==> config.mk <==
export PLATFORM = sky130hd
export DESIGN_NAME = r4_multicycle_ctrl
export DESIGN_NICKNAME = d
export VERILOG_FILES = /design/src/rtl/r4_multicycle_ctrl.sv
export SDC_FILE = /design/constraint.sdc
export NUM_CORES = 1
export LEC_CHECK = 0
export BUFFER_PORTS_ARGS = -buffer_cell sky130_fd_sc_hd__buf_2
export CAP_MARGIN = 20
export CORE_ASPECT_RATIO = 2
export CORE_MARGIN = 2
export CORE_UTILIZATION = 43
export CTS_CLUSTER_DIAMETER = 80
export DETAILED_ROUTE_END_ITERATION = 10
export GPL_TIMING_DRIVEN = 0
export PLACE_DENSITY = 0.76
export SLEW_MARGIN = 40
export SYNTH_ARGS = -nofsm -noshare
export SYNTH_HDL_FRONTEND = slang
export SYNTH_SLANG_ARGS = --single-unit
==> constraint.sdc <==
create_clock -name clk -period 1.8 [get_ports clk]
set_input_delay 0.18 -clock clk [delete_from_list [all_inputs] [get_ports clk]]
set_output_delay 0.18 -clock clk [all_outputs]
set_load 0.005 [all_outputs]
==> src/rtl/r4_multicycle_ctrl.sv <==
// r4_multicycle_ctrl: multi-cycle control FSM for the R4 RV32I core.
// Sequences FETCH -> DECODE -> EXEC -> (MEM) -> (WB) over the shared datapath,
// drives datapath selects/write enables, owns the memory request handshake and
// counts retired instructions.
//
// Optional feature macro: ILLEGAL_TRAP_EN
//   defined   : unknown opcodes (and memory timeouts when MEM_TIMEOUT > 0) enter
//               TRAP, which is sticky until reset.
//   undefined : unknown opcodes retire as 2-cycle NOPs, trap is tied low.
//
// Ports:
//   clk, reset           clock, synchronous active-high reset
//   instr                IR contents (opcode/rd decoded here)
//   br_taken             branch comparator result, used in EXEC
//   mem_ready            memory completes the current request this cycle
//   mem_req/mem_we       memory request / store qualifier
//   addr_sel             memory address: 0 = PC, 1 = ALU result
//   ir_we, pc_we, pc_sel IR latch, PC update and PC source
//   reg_we, wb_sel       register write enable and write-back source
//   alu_a_sel/alu_b_sel  ALU operand selects
//   alu_ctl              0 = add, 1 = funct decode, 2 = branch compare
//   state                current state encoding
//   retire, instret      retire pulse and retired-instruction count
//   trap                 sticky illegal/timeout flag
module r4_multicycle_ctrl #(
  parameter logic [31:0] RESET_INSTRET = 32'd0,
  parameter int unsigned MEM_TIMEOUT   = 0
) (
  input  logic        clk,
  input  logic        reset,
  input  logic [31:0] instr,
  input  logic        br_taken,
  input  logic        mem_ready,
  output logic        mem_req,
  output logic        mem_we,
  output logic        addr_sel,
  output logic        ir_we,
  output logic        pc_we,
  output logic [1:0]  pc_sel,
  output logic        reg_we,
  output logic [1:0]  wb_sel,
  output logic [1:0]  alu_a_sel,
  output logic        alu_b_sel,
  output logic [1:0]  alu_ctl,
  output logic [2:0]  state,
  output logic        retire,
  output logic [31:0] instret,
  output logic        trap
);

  localparam int unsigned OPC_W = 7;
  localparam int unsigned CNT_W = 32;

  localparam logic [OPC_W-1:0] OPC_LUI    = 7'b0110111;
  localparam logic [OPC_W-1:0] OPC_AUIPC  = 7'b0010111;
  localparam logic [OPC_W-1:0] OPC_JAL    = 7'b1101111;
  localparam logic [OPC_W-1:0] OPC_JALR   = 7'b1100111;
  localparam logic [OPC_W-1:0] OPC_BRANCH = 7'b1100011;
  localparam logic [OPC_W-1:0] OPC_LOAD   = 7'b0000011;
  localparam logic [OPC_W-1:0] OPC_STORE  = 7'b0100011;
  localparam logic [OPC_W-1:0] OPC_OPIMM  = 7'b0010011;
  localparam logic [OPC_W-1:0] OPC_OP     = 7'b0110011;

  localparam logic [1:0] PC_PLUS4 = 2'd0;
  localparam logic [1:0] PC_IMM   = 2'd1;
  localparam logic [1:0] PC_ALU   = 2'd2;

  localparam logic [1:0] WB_ALU   = 2'd0;
  localparam logic [1:0] WB_LOAD  = 2'd1;
  localparam logic [1:0] WB_LINK  = 2'd2;

  localparam logic [1:0] A_RS1    = 2'd0;
  localparam logic [1:0] A_PC     = 2'd1;
  localparam logic [1:0] A_ZERO   = 2'd2;

  localparam logic [1:0] CTL_ADD  = 2'd0;
  localparam logic [1:0] CTL_FUNC = 2'd1;
  localparam logic [1:0] CTL_BR   = 2'd2;

  typedef enum logic [2:0] {
    S_FETCH  = 3'd0,
    S_DECODE = 3'd1,
    S_EXEC   = 3'd2,
    S_MEM    = 3'd3,
    S_WB     = 3'd4,
    S_TRAP   = 3'd5
  } state_t;

  state_t                 state_q, state_d;
  logic [CNT_W-1:0]       instret_q;
  logic [OPC_W-1:0]       opcode;
  logic                   rd_nz;
  logic                   known;
  logic [1:0]             op_a_sel;
  logic                   op_b_sel;
  logic [1:0]             op_ctl;
  logic                   unused_instr;

  assign opcode       = instr[6:0];
  assign rd_nz        = (instr[11:7] != 5'd0);
  assign unused_instr = ^instr[31:12];
  assign state        = state_q;
  assign instret      = instret_q;

  // Opcode recognition and the ALU operand setup held through EXEC/MEM/WB.
  always_comb begin
    known    = 1'b1;
    op_a_sel = A_RS1;
    op_b_sel = 1'b0;
    op_ctl   = CTL_ADD;
    case (opcode)
      OPC_LUI:    begin op_a_sel = A_ZERO; op_b_sel = 1'b1; end
      OPC_AUIPC:  begin op_a_sel = A_PC;   op_b_sel = 1'b1; end
      OPC_JAL:    ;
      OPC_JALR:   op_b_sel = 1'b1;
      OPC_OPIMM:  begin op_b_sel = 1'b1; op_ctl = CTL_FUNC; end
      OPC_OP:     op_ctl = CTL_FUNC;
      OPC_LOAD,
      OPC_STORE:  op_b_sel = 1'b1;
      OPC_BRANCH: op_ctl = CTL_BR;
      default:    known = 1'b0;
    endcase
  end

`ifdef ILLEGAL_TRAP_EN
  localparam int unsigned TMO_W = 16;
  localparam logic [TMO_W-1:0] TMO_LIM =
    (MEM_TIMEOUT > 65535) ? 16'hFFFF : TMO_W'(MEM_TIMEOUT);

  logic [TMO_W-1:0] wait_q;
  logic             req_state;
  logic             timeout_hit;
  logic             trap_q;

  assign req_state   = (state_q == S_FETCH) || (state_q == S_MEM);
  assign timeout_hit = (MEM_TIMEOUT != 0) && req_state && !mem_ready && (wait_q >= TMO_LIM);
  assign trap        = trap_q;

  // Wait-cycle counter for the outstanding request; saturates rather than wraps.
  always_ff @(posedge clk) begin
    if (reset || !req_state || mem_ready) begin
      wait_q <= '0;
    end else if (wait_q != {TMO_W{1'b1}}) begin
      wait_q <= wait_q + TMO_W'(1);
    end
  end

  // Sticky trap flag, cleared only by reset.
  always_ff @(posedge clk) begin
    if (reset) begin
      trap_q <= 1'b0;
    end else if (state_d == S_TRAP) begin
      trap_q <= 1'b1;
    end
  end
`else
  assign trap = 1'b0;
  // Timeout hardware exists only with the trap feature.
  if (MEM_TIMEOUT != 0) begin : g_timeout_ignored
  end
`endif

  // Next-state and control decode; every control is forced low during reset.
  always_comb begin
    state_d   = state_q;
    mem_req   = 1'b0;
    mem_we    = 1'b0;
    addr_sel  = 1'b0;
    ir_we     = 1'b0;
    pc_we     = 1'b0;
    pc_sel    = PC_PLUS4;
    reg_we    = 1'b0;
    wb_sel    = WB_ALU;
    alu_a_sel = A_RS1;
    alu_b_sel = 1'b0;
    alu_ctl   = CTL_ADD;
    retire    = 1'b0;

    if (!reset) begin
      case (state_q)
        S_FETCH: begin
          mem_req = 1'b1;
          if (mem_ready) begin
            ir_we   = 1'b1;
            state_d = S_DECODE;
          end
`ifdef ILLEGAL_TRAP_EN
          else if (timeout_hit) begin
            state_d = S_TRAP;
          end
`endif
        end

        S_DECODE: begin
          if (known) begin
            state_d = S_EXEC;
          end else begin
`ifdef ILLEGAL_TRAP_EN
            state_d = S_TRAP;
`else
            pc_we   = 1'b1;
            pc_sel  = PC_PLUS4;
            retire  = 1'b1;
            state_d = S_FETCH;
`endif
          end
        end

        S_EXEC: begin
          alu_a_sel = op_a_sel;
          alu_b_sel = op_b_sel;
          alu_ctl   = op_ctl;
          if (opcode == OPC_BRANCH) begin
            pc_we   = 1'b1;
            pc_sel  = br_taken ? PC_IMM : PC_PLUS4;
            retire  = 1'b1;
            state_d = S_FETCH;
          end else if (opcode == OPC_LOAD || opcode == OPC_STORE) begin
            state_d = S_MEM;
          end else begin
            state_d = S_WB;
          end
        end

        S_MEM: begin
          alu_a_sel = op_a_sel;
          alu_b_sel = op_b_sel;
          alu_ctl   = op_ctl;
          mem_req   = 1'b1;
          addr_sel  = 1'b1;
          mem_we    = (opcode == OPC_STORE);
          if (mem_ready) begin
            if (opcode == OPC_STORE) begin
              pc_we   = 1'b1;
              pc_sel  = PC_PLUS4;
              retire  = 1'b1;
              state_d = S_FETCH;
            end else begin
              state_d = S_WB;
            end
          end
`ifdef ILLEGAL_TRAP_EN
          else if (timeout_hit) begin
            state_d = S_TRAP;
          end
`endif
        end

        S_WB: begin
          // ALU stays set up so AUIPC/LUI/OP results and the JALR target are valid.
          alu_a_sel = op_a_sel;
          alu_b_sel = op_b_sel;
          alu_ctl   = op_ctl;
          reg_we    = rd_nz;
          pc_we     = 1'b1;
          retire    = 1'b1;
          state_d   = S_FETCH;
          if (opcode == OPC_LOAD) begin
            wb_sel = WB_LOAD;
          end else if (opcode == OPC_JAL || opcode == OPC_JALR) begin
            wb_sel = WB_LINK;
          end
          if (opcode == OPC_JAL) begin
            pc_sel = PC_IMM;
          end else if (opcode == OPC_JALR) begin
            pc_sel = PC_ALU;
          end
        end

        S_TRAP: state_d = S_TRAP;

        default: state_d = S_FETCH;
      endcase
    end
  end

  // State register and retired-instruction counter.
  always_ff @(posedge clk) begin
    if (reset) begin
      state_q   <= S_FETCH;
      instret_q <= RESET_INSTRET;
    end else begin
      state_q <= state_d;
      if (retire) begin
        instret_q <= instret_q + CNT_W'(1);
      end
    end
  end

endmodule

==> results by group <==
Run status
  • Status: complete, but fails checks
  • Failing checks: setup timing

Yosys
  • Yosys reg bits: 35
  • Cell with the most instances after synthesis: dfxtp_1
  • Synth top cells by count: dfxtp_1, a21oi_1, o21ai_0
  • Synthesized instance count: 275
  • Ys Warns: 0
  • Sequential-to-total area share from yosys stat: 0.335
  • Post-synth EDFFs: 0
  • Count of cell types in the netlist: 43
  • Cell Area, Synth: 2090 sq um
  • Post-synth ARST share: 0
  • Synth Flop Type: dfxtp_1
  • Post-synthesis average cell area: 7.60 sq um
  • Post-synth net total: 312
  • Dominant cells by area after synthesis: dfxtp_1, a21oi_1, or3_1
  • Top cell type's share of synthesized area: 0.335
  • Area leader, netlist: dfxtp_1

Power
  • LEAKAGE: 1.29 nW
  • Pwr/cell area: 521 nW/um^2
  • NetSw: 0.000468 W
  • Switching share of power: 0.279
  • Combinational power share: 0.170
  • Internal power: 0.00121 W
  • Sequential share of power: 0.469
  • Clock group share of total power: 0.361
  • Max VDD drop: 0.709 mV

Global route
  • Vias in the first global route: 2541
  • First-pass GRT wire length: 11500 microns
  • Initial antenna violation count: 0
  • Remaining Overflow, GRT: 0
  • Pin count of the biggest net entering global routing: 12
  • All-layer global routing usage: 0.281

Clocking
  • Clock-pin slew on the worst setup and hold paths: 0.07 ns
  • Worst skew pair latency: 0.29 ns
  • CTS Sinks: 35
  • Htree depth: 2
  • Clock Path Buffers: 2
  • Inserted Clock Buffers: 5
  • CTS Root Cell: clkbuf_8
  • TritonCTS clock tree: built

Detailed routing
  • DRT iter0 DRCs: 92
  • DRC: 0
  • Wire length per cell: 17.9 microns
  • Final wirelength: 7630 microns
  • ANT nets after route: 0
  • Vias: 2674
  • Vias per cell: 6.28
  • TritonRoute pass-1 iters: 4

Setup path
  • Slowest stage delay, CP: 0.34 ns
  • Setup crit end kind: flip-flop
  • Cell type of the slowest stage on the worst timing path: dfxtp_2
  • Worst EP arrival: 2.19 ns
  • Setup CP Type: reg -> reg
  • Worst setup SP type: flip-flop
  • CP max FO: 11
  • Worst endpoint required time: 1.95 ns
  • Worst-path cell chain: buf_6 -> inv_8 -> nor4bb_4 -> a21oi_2 -> o311a_4 -> buf_4 -> buf_8 -> clkbuf_16 -> o31ai_4 -> a21oi_1

Die
  • Die height: 103 microns
  • Core Region: 4640 sq um
  • Initial Utilization: 0.450
  • I/O pins: 88
  • Die area: 5470 sq um
  • Cell Rows: 35
  • Die width: 53.3 microns

STA
  • Setup WS post-layout: -0.244 ns
  • Rel. slew slack: 0.594
  • Final Max Tran Viols: 0
  • Worst Skew: 0.0123 ns
  • FMAX: 489 MHz
  • Hold Fails Final Rpt: 0
  • Fin crit share: 1.14
  • Worst-margin pin slew: 0.610 ns
  • Setup violators final: 38
  • Unrepaired setup endpoints after global routing: yes
  • Post-route minimum period: 2.04 ns
  • Fin Setup TNS: -5.08 ns

Layout
  • Layout Nets: 407
  • Utilization after layout: 0.694
  • Layout area overhead: 54.0%
  • FILL cells: 413
  • # diodes: 0
  • Layout cell share with drive strength beyond 1: 0.499

Place
  • Pre-CTS setup slack: -0.442 ns
  • Final HPWL DP: 4800 microns
  • RePlAce Congestion: 0.848
  • I/O Buffers: 64

Job
  • Maxcap violations: 0

Worst hold path
  • Worst min path class: in -> reg
[metal layers]
metal,track usage,up-vias,share of wire
li1,-,1224,-
met1,0.267,1263,0.33
met2,0.509,135,0.54
met3,0.0377,52,0.060
met4,0.221,0,0.070
met5,0,-,0
[path summary, 6_finish.rpt]
kind	slack [ns]	from	endpoint	depth (start not counted)
setup / recovery	-0.24	state[1]	instret[22]	10
hold / removal	0.25	reset	state[1]	4
hold reg to reg	0.49	instret[31]	instret[31]	2
setup reg to reg	-0.24	state[1]	instret[22]	10
[cells in the final DEF, fill, tap and decap left out, types with 10 or more instances in the layout]
cell type	instances
nand4_1	10
buf_2	64
buf_4	27
a21oi_2	11
dfxtp_1	14
nor2_1	17
or4_1	10
nand3_1	14
a21oi_1	22
or3_1	15
dfxtp_2	15
nand2_1	10
o21ai_0	14
[per-stage QoR]
stage	power, W	hold WS [ns]	instances	instance area [sq um]
3_5_place_dp	0.00101	0.468	394	2590
6_report	0.00168	0.250	426	3220
5_1_grt	0.00173	0.289	426	3220
2_1_floorplan	0.000936	0.352	275	2200
4_1_cts	0.00167	0.240	420	3030
3_3_place_gp	0.00101	0.457	394	2590
[power by group through the flow]
| stage | sequential, W | clock [W] | combinational [W] |
|---|---|---|---|
| 2_1_floorplan | 0.000806 | 0 | 0.000129 |
| 3_3_place_gp | 0.000807 | 0 | 0.000203 |
| 3_5_place_dp | 0.000807 | 0 | 0.000205 |
| 4_1_cts | 0.000786 | 0.000609 | 0.000270 |
| 5_1_grt | 0.000788 | 0.000637 | 0.000306 |
| 6_report | 0.000788 | 0.000607 | 0.000285 |
[cell type report]
| class | count | area, sq um | share of cell area |
|---|---|---|---|
| Multi-Input combinational cell | 212 | 1560 | 0.485 |
| Sequential cell | 35 | 742 | 0.230 |
| Timing Repair Buffer | 92 | 541 | 0.168 |
| Buffer | 18 | 186 | 0.0579 |
| Clock buffer | 7 | 86.3 | 0.0268 |
| Tap cell | 55 | 68.8 | 0.0214 |
| Inverter | 6 | 30.0 | 0.00932 |
| Clock inverter | 1 | 5.00 | 0.00155 |
[kinds of logic (layout without fill, tap and decap cells)]
family / Yosys count / in the layout / synth area share
AOI/OAI and AO/OA: 77 / 77 / 0.220
adders and majority gates: 2 / 2 / 0.0108
xor gates and xnor gates: 1 / 1 / 0.00419
DFF: 35 / 35 / 0.335
muxes: 2 / 2 / 0.00958
other: 1 / 1 / 0.00179
buffers and inverters: 28 / 124 / 0.0622
and+or+nand+nor: 129 / 129 / 0.357
[flip-flops by register name, summed over array words and instances, names as in the netlist]
signal,flops
state,3
instret,32
[worst max-delay path, delay by kind of cell, from the launching register on]
kind | cells | cell delay, ns
AO/OA/AOI/OAI | 4 | 0.58
flip-flops | 1 | 0.34
buffers and inverters | 5 | 0.66
AND/OR/NAND/NOR | 1 | 0.31
[timing repair]
item	4_1_cts	5_1_grt
gates cloned	1	0
setup endpoints to repair	36	42
buffers inserted	19	11
hold buffers	0	0
gates resized for setup	54	41
pin swaps	24	16
No activity file was read; power rests on OpenSTA's default activity.
